[config.mk]
export PLATFORM = sky130hd
export DESIGN_NAME = hex2dec_sched
export DESIGN_NICKNAME = d
export VERILOG_FILES = /design/src/rtl/hex2dec_pkg.sv /design/src/rtl/rr_arb2.sv /design/src/rtl/hex2dec_sched.sv
export SDC_FILE = /design/constraint.sdc
export NUM_CORES = 1
export LEC_CHECK = 0
export BUFFER_PORTS_ARGS = -buffer_cell sky130_fd_sc_hd__buf_2
export CORE_MARGIN = 2
export CORE_UTILIZATION = 45
export CTS_BUF_LIST = sky130_fd_sc_hd__clkbuf_2
export DETAILED_ROUTE_END_ITERATION = 16
export PLACE_DENSITY_LB_ADDON = 0.08
export SYNTH_ARGS = -nofsm -noshare
export SYNTH_HDL_FRONTEND = slang
export SYNTH_HIERARCHICAL = 1
export SYNTH_SLANG_ARGS = --single-unit
[constraint.sdc]
create_clock -name clk -period 2.3 [get_ports clk]
set_input_delay 0.23 -clock clk [delete_from_list [all_inputs] [get_ports clk]]
set_output_delay 0.23 -clock clk [all_outputs]
set_load 0.05 [all_outputs]
[src/rtl/hex2dec_pkg.sv]
// Shared constants and state encoding for the hex2dec scheduler.
package hex2dec_pkg;

  // Scheduler FSM state, kept as plain constants for legacy tools.
  typedef logic [1:0] state_t;
  localparam state_t IDLE = 2'd0;
  localparam state_t LOAD = 2'd1;
  localparam state_t WAIT = 2'd2;
  localparam state_t DONE = 2'd3;

  // Largest binary value the 4-digit BCD converter can represent.
  localparam logic [15:0] BCD_MAX = 16'd9999;
  // Result reported when the input does not fit in four digits.
  localparam logic [15:0] SAT_VAL = 16'h9999;
  // Result reported when the converter never answers.
  localparam logic [15:0] TMO_VAL = 16'h0000;

endpackage

[src/rtl/rr_arb2.sv]
// Two-input round-robin arbiter. The pointer (last served channel) lives
// in the parent so it only advances when a grant is actually consumed.
module rr_arb2 (
  input  logic [1:0] pend,
  input  logic       last,
  output logic [1:0] gnt
);

  // Single requester wins outright; on a tie the channel not served last wins.
  always_comb begin
    // NOTE: assign a default first so every path drives gnt and no latch is inferred.
    gnt = pend;
    if (pend == 2'b11) begin
      gnt = last ? 2'b01 : 2'b10;
    end
  end

endmodule

[src/rtl/hex2dec_sched.sv]
// Two-channel scheduler sharing one Hex2Dec converter. Each channel hands
// over a binary value through valid/ready, a round-robin pick chooses the
// next one, and the BCD result comes back tagged with its channel. Inputs
// above 9999 are saturated locally; a hung converter is cut off by a
// watchdog.
module hex2dec_sched
  import hex2dec_pkg::*;
#(
  parameter int W       = 16,
  parameter int TIMEOUT = 1024,
  parameter int TW      = 10
) (
  input  logic         clk,
  input  logic         rst,
  input  logic         ce,
  input  logic         req0,
  input  logic [W-1:0] bin0,
  output logic         rdy0,
  input  logic         req1,
  input  logic [W-1:0] bin1,
  output logic         rdy1,
  output logic [W-1:0] res,
  output logic         res_ch,
  output logic         res_vld,
  output logic         res_ovf,
  output logic         res_tmo,
  output logic         busy,
  output logic         conv_ld,
  output logic [W-1:0] conv_i,
  input  logic         conv_done,
  input  logic [W-1:0] conv_o
);

  localparam logic [TW-1:0] TMO_LAST = TW'(TIMEOUT - 1);

  state_t        state;
  logic          pend0, pend1;
  logic [W-1:0]  buf0, buf1;
  logic          last;
  logic          sel;
  logic [TW-1:0] timer;
  logic [1:0]    gnt;
  logic          cap0, cap1;
  logic          clr0, clr1;
  logic [W-1:0]  gnt_val;

  // Handshake and strobes are all qualified by ce so a frozen cycle emits nothing.
  assign rdy0    = ~pend0 & ce;
  assign rdy1    = ~pend1 & ce;
  assign cap0    = req0 & rdy0;
  assign cap1    = req1 & rdy1;
  assign busy    = (state != IDLE);
  assign conv_ld = ce & (state == LOAD);
  assign res_vld = ce & (state == DONE);

  // The served channel frees its slot as DONE completes.
  assign clr0 = (state == DONE) & ~sel;
  assign clr1 = (state == DONE) &  sel;

  // gnt[1] set means channel 1 was picked.
  assign gnt_val = gnt[1] ? buf1 : buf0;

  rr_arb2 u_arb (
    .pend ({pend1, pend0}),
    .last (last),
    .gnt  (gnt)
  );

  // Capture registers, arbitration pointer, FSM, watchdog and result latches.
  always_ff @(posedge clk) begin
    // NOTE: sequential state uses non-blocking assignments so every register
    // sees the pre-edge values of the others, independent of statement order.
    if (rst) begin
      // NOTE: the capture buffers are only two words, so they are reset along
      // with the control state rather than left holding stale data.
      state   <= IDLE;
      pend0   <= 1'b0;
      pend1   <= 1'b0;
      buf0    <= '0;
      buf1    <= '0;
      last    <= 1'b1;
      sel     <= 1'b0;
      timer   <= '0;
      res     <= '0;
      res_ch  <= 1'b0;
      res_ovf <= 1'b0;
      res_tmo <= 1'b0;
      conv_i  <= '0;
    end else if (ce) begin
      pend0 <= (pend0 & ~clr0) | cap0;
      pend1 <= (pend1 & ~clr1) | cap1;
      if (cap0) buf0 <= bin0;
      if (cap1) buf1 <= bin1;

      case (state)
        IDLE: begin
          if (|gnt) begin
            sel <= gnt[1];
            if (gnt_val > BCD_MAX) begin
              // Out of range: answer directly, the converter is never touched.
              res     <= SAT_VAL;
              res_ch  <= gnt[1];
              res_ovf <= 1'b1;
              res_tmo <= 1'b0;
              state   <= DONE;
            end else begin
              conv_i <= gnt_val;
              state  <= LOAD;
            end
          end
        end
        LOAD: begin
          // A done flag seen here belongs to the previous job and is ignored.
          timer <= '0;
          state <= WAIT;
        end
        WAIT: begin
          timer <= timer + 1'b1;
          if (conv_done) begin
            // A completion wins over a watchdog expiry in the same cycle.
            res     <= conv_o;
            res_ch  <= sel;
            res_ovf <= 1'b0;
            res_tmo <= 1'b0;
            state   <= DONE;
          end else if (timer == TMO_LAST) begin
            res     <= TMO_VAL;
            res_ch  <= sel;
            res_ovf <= 1'b0;
            res_tmo <= 1'b1;
            state   <= DONE;
          end
        end
        DONE: begin
          last  <= sel;
          state <= IDLE;
        end
        default: state <= IDLE;
      endcase
    end
  end

endmodule

Word level (Yosys, flattened, before mapping)

Cells that the tools add are included.

Logic and storage cells: 83
Input port bits: 54
Output and inout port bits: 40
Bits in registers: 83

Eq/ne operators: 8
Reductions and logical operators: 13
Add/sub/neg operators: 1
Magnitude comparators: 1
Bitwise operators: 18
Multiplexer cells: 29

Operators with widths:

| operator                                                        | count |
|---|---|
| 2-to-1 mux 16 bit                                               | 5 |
| case mux 16 bit (2 select lines)                                | 1 |
| case mux 10 bit (2 select lines)                                | 1 |
| greater-than comparator 16 x 14 -> 1 bit, second input constant | 1 |
| 2-to-1 mux 1 bit                                                | 12 |
| 2-to-1 mux 2 bit                                                | 6 |
| adder 10 x 1 -> 10 bit, second input constant                   | 1 |
| bitwise AND 1 bit                                               | 10 |
| == test 10 bit, second input constant                           | 1 |
| case mux 2 bit (4 select lines)                                 | 1 |
| AND reduction 2 bit                                             | 4 |
| == test 2 bit, second input constant                            | 3 |
| inverter 1 bit                                                  | 6 |
| case mux 1 bit (2 select lines)                                 | 3 |
| AND reduction 3 bit                                             | 2 |
| nonzero test 2 bit                                              | 3 |
| AND reduction 5 bit                                             | 1 |
| inequality test 2 bit, second input constant                    | 2 |
| AND reduction 4 bit                                             | 1 |
| inequality test 3 bit, second input constant                    | 1 |
| == test 2 x 1 -> 1 bit, second input constant                   | 1 |
| zero test 2 bit                                                 | 1 |
| bitwise OR 1 bit                                                | 2 |
| OR reduction 2 bit                                              | 1 |

Logic depth before layout (Yosys ltp)

Word-level depth: 7
Gate-level depth with buffers: 9
Mapped depth without buffers: 7

Hierarchy

Netlist, hierarchy kept.

Modules (own cells, without submodules):

| module        | cells each | sequential area each (sq um) | area each (sq um) | instances |
|---|---|---|---|---|
| hex2dec_sched | 404        | 1661.6                       | 3504.6            | 1 |
| rr_arb2       | 3          | 0.0                          | 18.8              | 1 |

Least setup slack after synthesis

Ideal clock, no wire load.

Path kind: in2reg
From: input port ce
To: register buf1[10]
Arrival: 2.025 ns
Path slack: 0.205 ns
Path buffers: 3
Setup time: 0.070 ns
Data required time: 2.230 ns
Stages: 8
Cells stage by stage: buf_2 -> inv_2 -> nor2_1 -> and2_1 -> clkbuf_1 -> clkbuf_1 -> nand2_1 -> a21oi_1

Cells in the longest elaborated chain, start to end: 3

RTL lines:

| item                                 | line                | source |
|---|---|---|
| start: declaration                   | hex2dec_sched.sv:15 | `input logic ce,` |
| bitwise AND 1 bit                    | hex2dec_sched.sv:49 | `assign rdy1 = ~pend1 & ce;` |
| named net rdy1                       | hex2dec_sched.sv:21 | `output logic rdy1,` |
| bitwise AND 1 bit                    | hex2dec_sched.sv:51 | `assign cap1 = req1 & rdy1;` |
| AND reduction 2 bit (no source line) | n/a                 |  |
| end signal: assignment               | hex2dec_sched.sv:93 | `if (cap1) buf1 <= bin1;` |
| end: declaration                     | hex2dec_sched.sv:38 | `logic [W-1:0] buf0, buf1;` |

The timed path passes the listed nets, and every way through them passes these cells.
A chain may end at the register's enable or synchronous reset.

Worst setup path after layout

From: register state[0]
To: register res[10]

Cells in the longest elaborated chain, start to end: 3
Elaborated cells between the ends (all ways): 8
Classes of those cells: 4 x eq/ne; 1 x mux; 3 x reduce/logical

RTL lines:

| item                                                           | line                 | source |
|---|---|---|
| start: declaration                                             | hex2dec_sched.sv:36  | `state_t state;` |
| start signal: assignment                                       | hex2dec_sched.sv:76  | `state <= IDLE;` |
| start signal: assignment                                       | hex2dec_sched.sv:105 | `state <= DONE;` |
| start signal: assignment                                       | hex2dec_sched.sv:108 | `state <= LOAD;` |
| == test 2 bit or zero test 2 bit (tied branches)               | hex2dec_sched.sv:95  | `case (state)` |
| inequality test 3 bit (no source line) (tied with other cells) | n/a                  |  |
| AND reduction 5 bit (no source line)                           | n/a                  |  |
| end signal: assignment                                         | hex2dec_sched.sv:121 | `res <= conv_o;` |
| end: declaration                                               | hex2dec_sched.sv:22  | `output logic [W-1:0] res,` |

Several ways; a longest one is shown, not always the timed one.

==> flow_summary_export.csv <==
group,metric,value,unit
worst_setup_path,crit_chain,"inv_1, ha_1, nor2b_1, a221o_1, or3_4, nor2_4, buf_12, mux2i_1",
clock_network,cts.sinks,83,
logic_synthesis,yosys_warnings,6,
worst_setup_path,arrival,2660,ps
worst_setup_path,path_buf_inv,2,
logic_synthesis,async_reset_ff_share,0,%
worst_setup_path,crit_path_end_kind,"flip-flop",
placed_design,port_buffers,93,
logic_synthesis,yosysUniqueCellTypes,44,
detailed_routing,avgRoutedWirePerCell,14.01,um
status,status,"finished, final reports clean",
logic_synthesis,avgSynthCellArea,8.657,sq um
logic_synthesis,netlist_top_cells_area,"dfxtp_1 47%, nand2_1 11%, a21oi_1 6.8%, mux2i_1 6.3%, nor2_1 3.5%",
clock_network,htreeDepth,3,
final_layout,mostFrequentLayoutCell,"nand2_1",
final_layout,nNetsFinal,601,
worst_hold_path,hold_class,"input port to flip-flop",
global_routing,globalRoute.totalOverflow,0,
clock_network,cts_buffer_depth,2,
timing,finalSetupViolCount,0,
floorplanning,row_count,32,
global_routing,antenna_found_initial,0,
floorplanning,fp.coreArea,0.007647,sq mm
global_routing,grt_usage,20.95,%
worst_setup_path,crit_type,"flip-flop to flip-flop",
final_layout,fill_cells,681,
floorplanning,fp.dieH,92.49,um
clock_network,cts_root_buffer,"clkbuf_2",
timing,skew,27.04,ps
final_layout,mostFrequentLayoutCells,"99 x nand2_1, 93 x buf_2, 82 x dfxtp_1",
final_layout,fin_area,0.004678,sq mm
detailed_routing,avgViaCountPerCell,5.003,
global_routing,grt_start_max_net_pins,66,
final_layout,drive_gt1_share,24.68,%
floorplanning,io_pins,94,
logic_synthesis,yosysSeqAreaShare,47.16,%
timing,max_slew.worst_pin.slew,714.0,ps
worst_setup_path,crit_family,"simple AND/OR/NAND/NOR gates",
worst_setup_path,start_kind,"flip-flop",
floorplanning,die_w,92.49,um
final_layout,area_growth,32.78,%
worst_setup_path,cp_max_fo,12,
logic_synthesis,synth_ff_type,"dfxtp_1",
timing,period_needed,2200,ps
final_layout,multi_input_area,0.001690,sq mm
timing,max_freq,454.5,MHz
timing,report.final.hold_viol_count,0,
logic_synthesis,synth.top_cell.area_share,47.16,%
detailed_routing,route.detailed.drc,0,
global_routing,grt_pass1_vias,2900,
worst_setup_path,crit_path_max_incr_delay,430,ps
timing,rsz0062_at_grt,"no",
timing,final-max-slew-violation-count,0,
logic_synthesis,ys_ff_latch,83,
clock_network,cts_tree,"done",
clock_network,clk_latency,510,ps
placed_design,place_area,0.004071,sq mm
detailed_routing,dr.pass1.iters,6,
logic_synthesis,netlist_instances,407,
logic_synthesis,synth_area,0.003523,sq mm
worst_setup_path,required,2760,ps
final_layout,regArea,0.001663,sq mm
floorplanning,die_area,0.008553,sq mm
power,p_leak,1.890,nW
floorplanning,initial_core_util,46.07,%
timing,fin_tns_setup,0,ps
global_routing,grt_pass1_wl,14.31,mm
detailed_routing,wirelength,9.090,mm
logic_synthesis,synthesis.nets,466,
timing,post-route-period-util,95.67,%
logic_synthesis,yosysTopAreaCell,"dfxtp_1",
run,maxCapViolations,0,
logic_synthesis,synth_edf_count,0,
power,p_per_area,656.6,mW/mm^2
placed_design,place_congestion,0.8296,
detailed_routing,ant_nets,0,
clock_network,cts_made_buffers,9,
power,vdd_drop_max,372.4,uV
final_layout,diodes,0,
timing,slew_headroom,52.40,%
worst_setup_path,cp_slowest_cell,"dfxtp_1",
placed_design,hpwl,5.886,mm
detailed_routing,drtIter0Drc,163,
detailed_routing,vias,3247,
clock_network,path_clk_slew,230,ps
[tightest hold or removal path, stage by stage]
cell	delay, ps
buf_2	160
nand2_1	80
a311oi_1	80
[per-stage QoR]
step | util, % | total power [mW] | instances | worst slack [ps] | hold WS (ps)
floorplan | - | 2.174 | 407 | 204.6 | 366.0
global placement | 53.24 | 2.363 | 583 | 198.6 | 439.6
detailed placement | 53.24 | 2.372 | 583 | 115.4 | 447.7
CTS | 60.72 | 3.079 | 647 | 87.07 | 26.74
global route | 61.17 | 3.235 | 649 | 9.940 | 46.00
finish | 61.17 | 3.072 | 649 | 99.70 | 76.97
[sequential cells by signal (all words and copies together) (netlist names)]
| signal | count |
|---|---|
| sel | 1 |
| buf1 | 16 |
| res_tmo | 1 |
| conv_i | 16 |
| pend0 | 1 |
| res_ovf | 1 |
| res_ch | 1 |
| state | 2 |
| buf0 | 16 |
| pend1 | 1 |
| last | 1 |
| res | 16 |
| timer | 10 |
[worst paths after layout]
path / slack, ps / cells past startpoint / from / endpoint
min reg2reg: 470 / 2 / res[2]$_SDFFE_PP0P_ / res[2]$_SDFFE_PP0P_
max reg2reg: 100 / 8 / state[0]$_SDFFE_PP0P_ / res[10]$_SDFFE_PP0P_
min: 80 / 3 / conv_done / res[11]$_SDFFE_PP0P_
max: 100 / 8 / state[0]$_SDFFE_PP0P_ / res[10]$_SDFFE_PP0P_
[cells by family (layout without fill, tap and decap cells)]
family	Yosys count	after routing	synth area share, %
and+or+nand+nor	162	162	19.60
AOI/OAI and AO/OA	90	90	17.33
DFF	83	83	47.16
buffers and inverters	35	175	5.007
muxes	23	23	6.889
xor gates and xnor gates	9	9	2.237
adders and majority gates	5	5	1.776
[per-layer routing]
metal | share of wire, % | vias up | GRT usage, %
li1 | - | 1673 | -
met1 | 50 | 1467 | 31.45
met5 | 0 | - | 0
met4 | 0.90 | 0 | 6.343
met3 | 6.4 | 8 | 3.906
met2 | 42 | 99 | 30.35
[power by group]
group          total (mW)  internal, mW  switching (mW)
sequential           1.59          1.53          0.0582
combinational       0.839         0.309           0.530
clock               0.648         0.147           0.501
[Yosys cell counts (7+ instances only)]
master,count
nor2_1,33
buf_4,7
clkbuf_1,14
a211oi_1,14
inv_1,7
nand2_1,99
dfxtp_1,83
mux2i_1,22
a311oi_1,8
a21oi_1,48
[cell type report]
cell class / count / share of cell area [%]
multi-input combinational: 289 / 36.13
timing repair buffer: 151 / 23.00
clock inverter: 6 / 0.8826
clock buffer: 10 / 1.070
inverter: 8 / 0.6419
tap: 102 / 2.728
sequential: 83 / 35.54
[timing repair]
item                       4_1_cts  5_1_grt
resized for setup                0        2
hold endpoints to repair        48        0
hold buffers                    48        0
setup endpoints to repair        0        8
setup buffers                    0        1
Power figures use the tool's default switching activity.
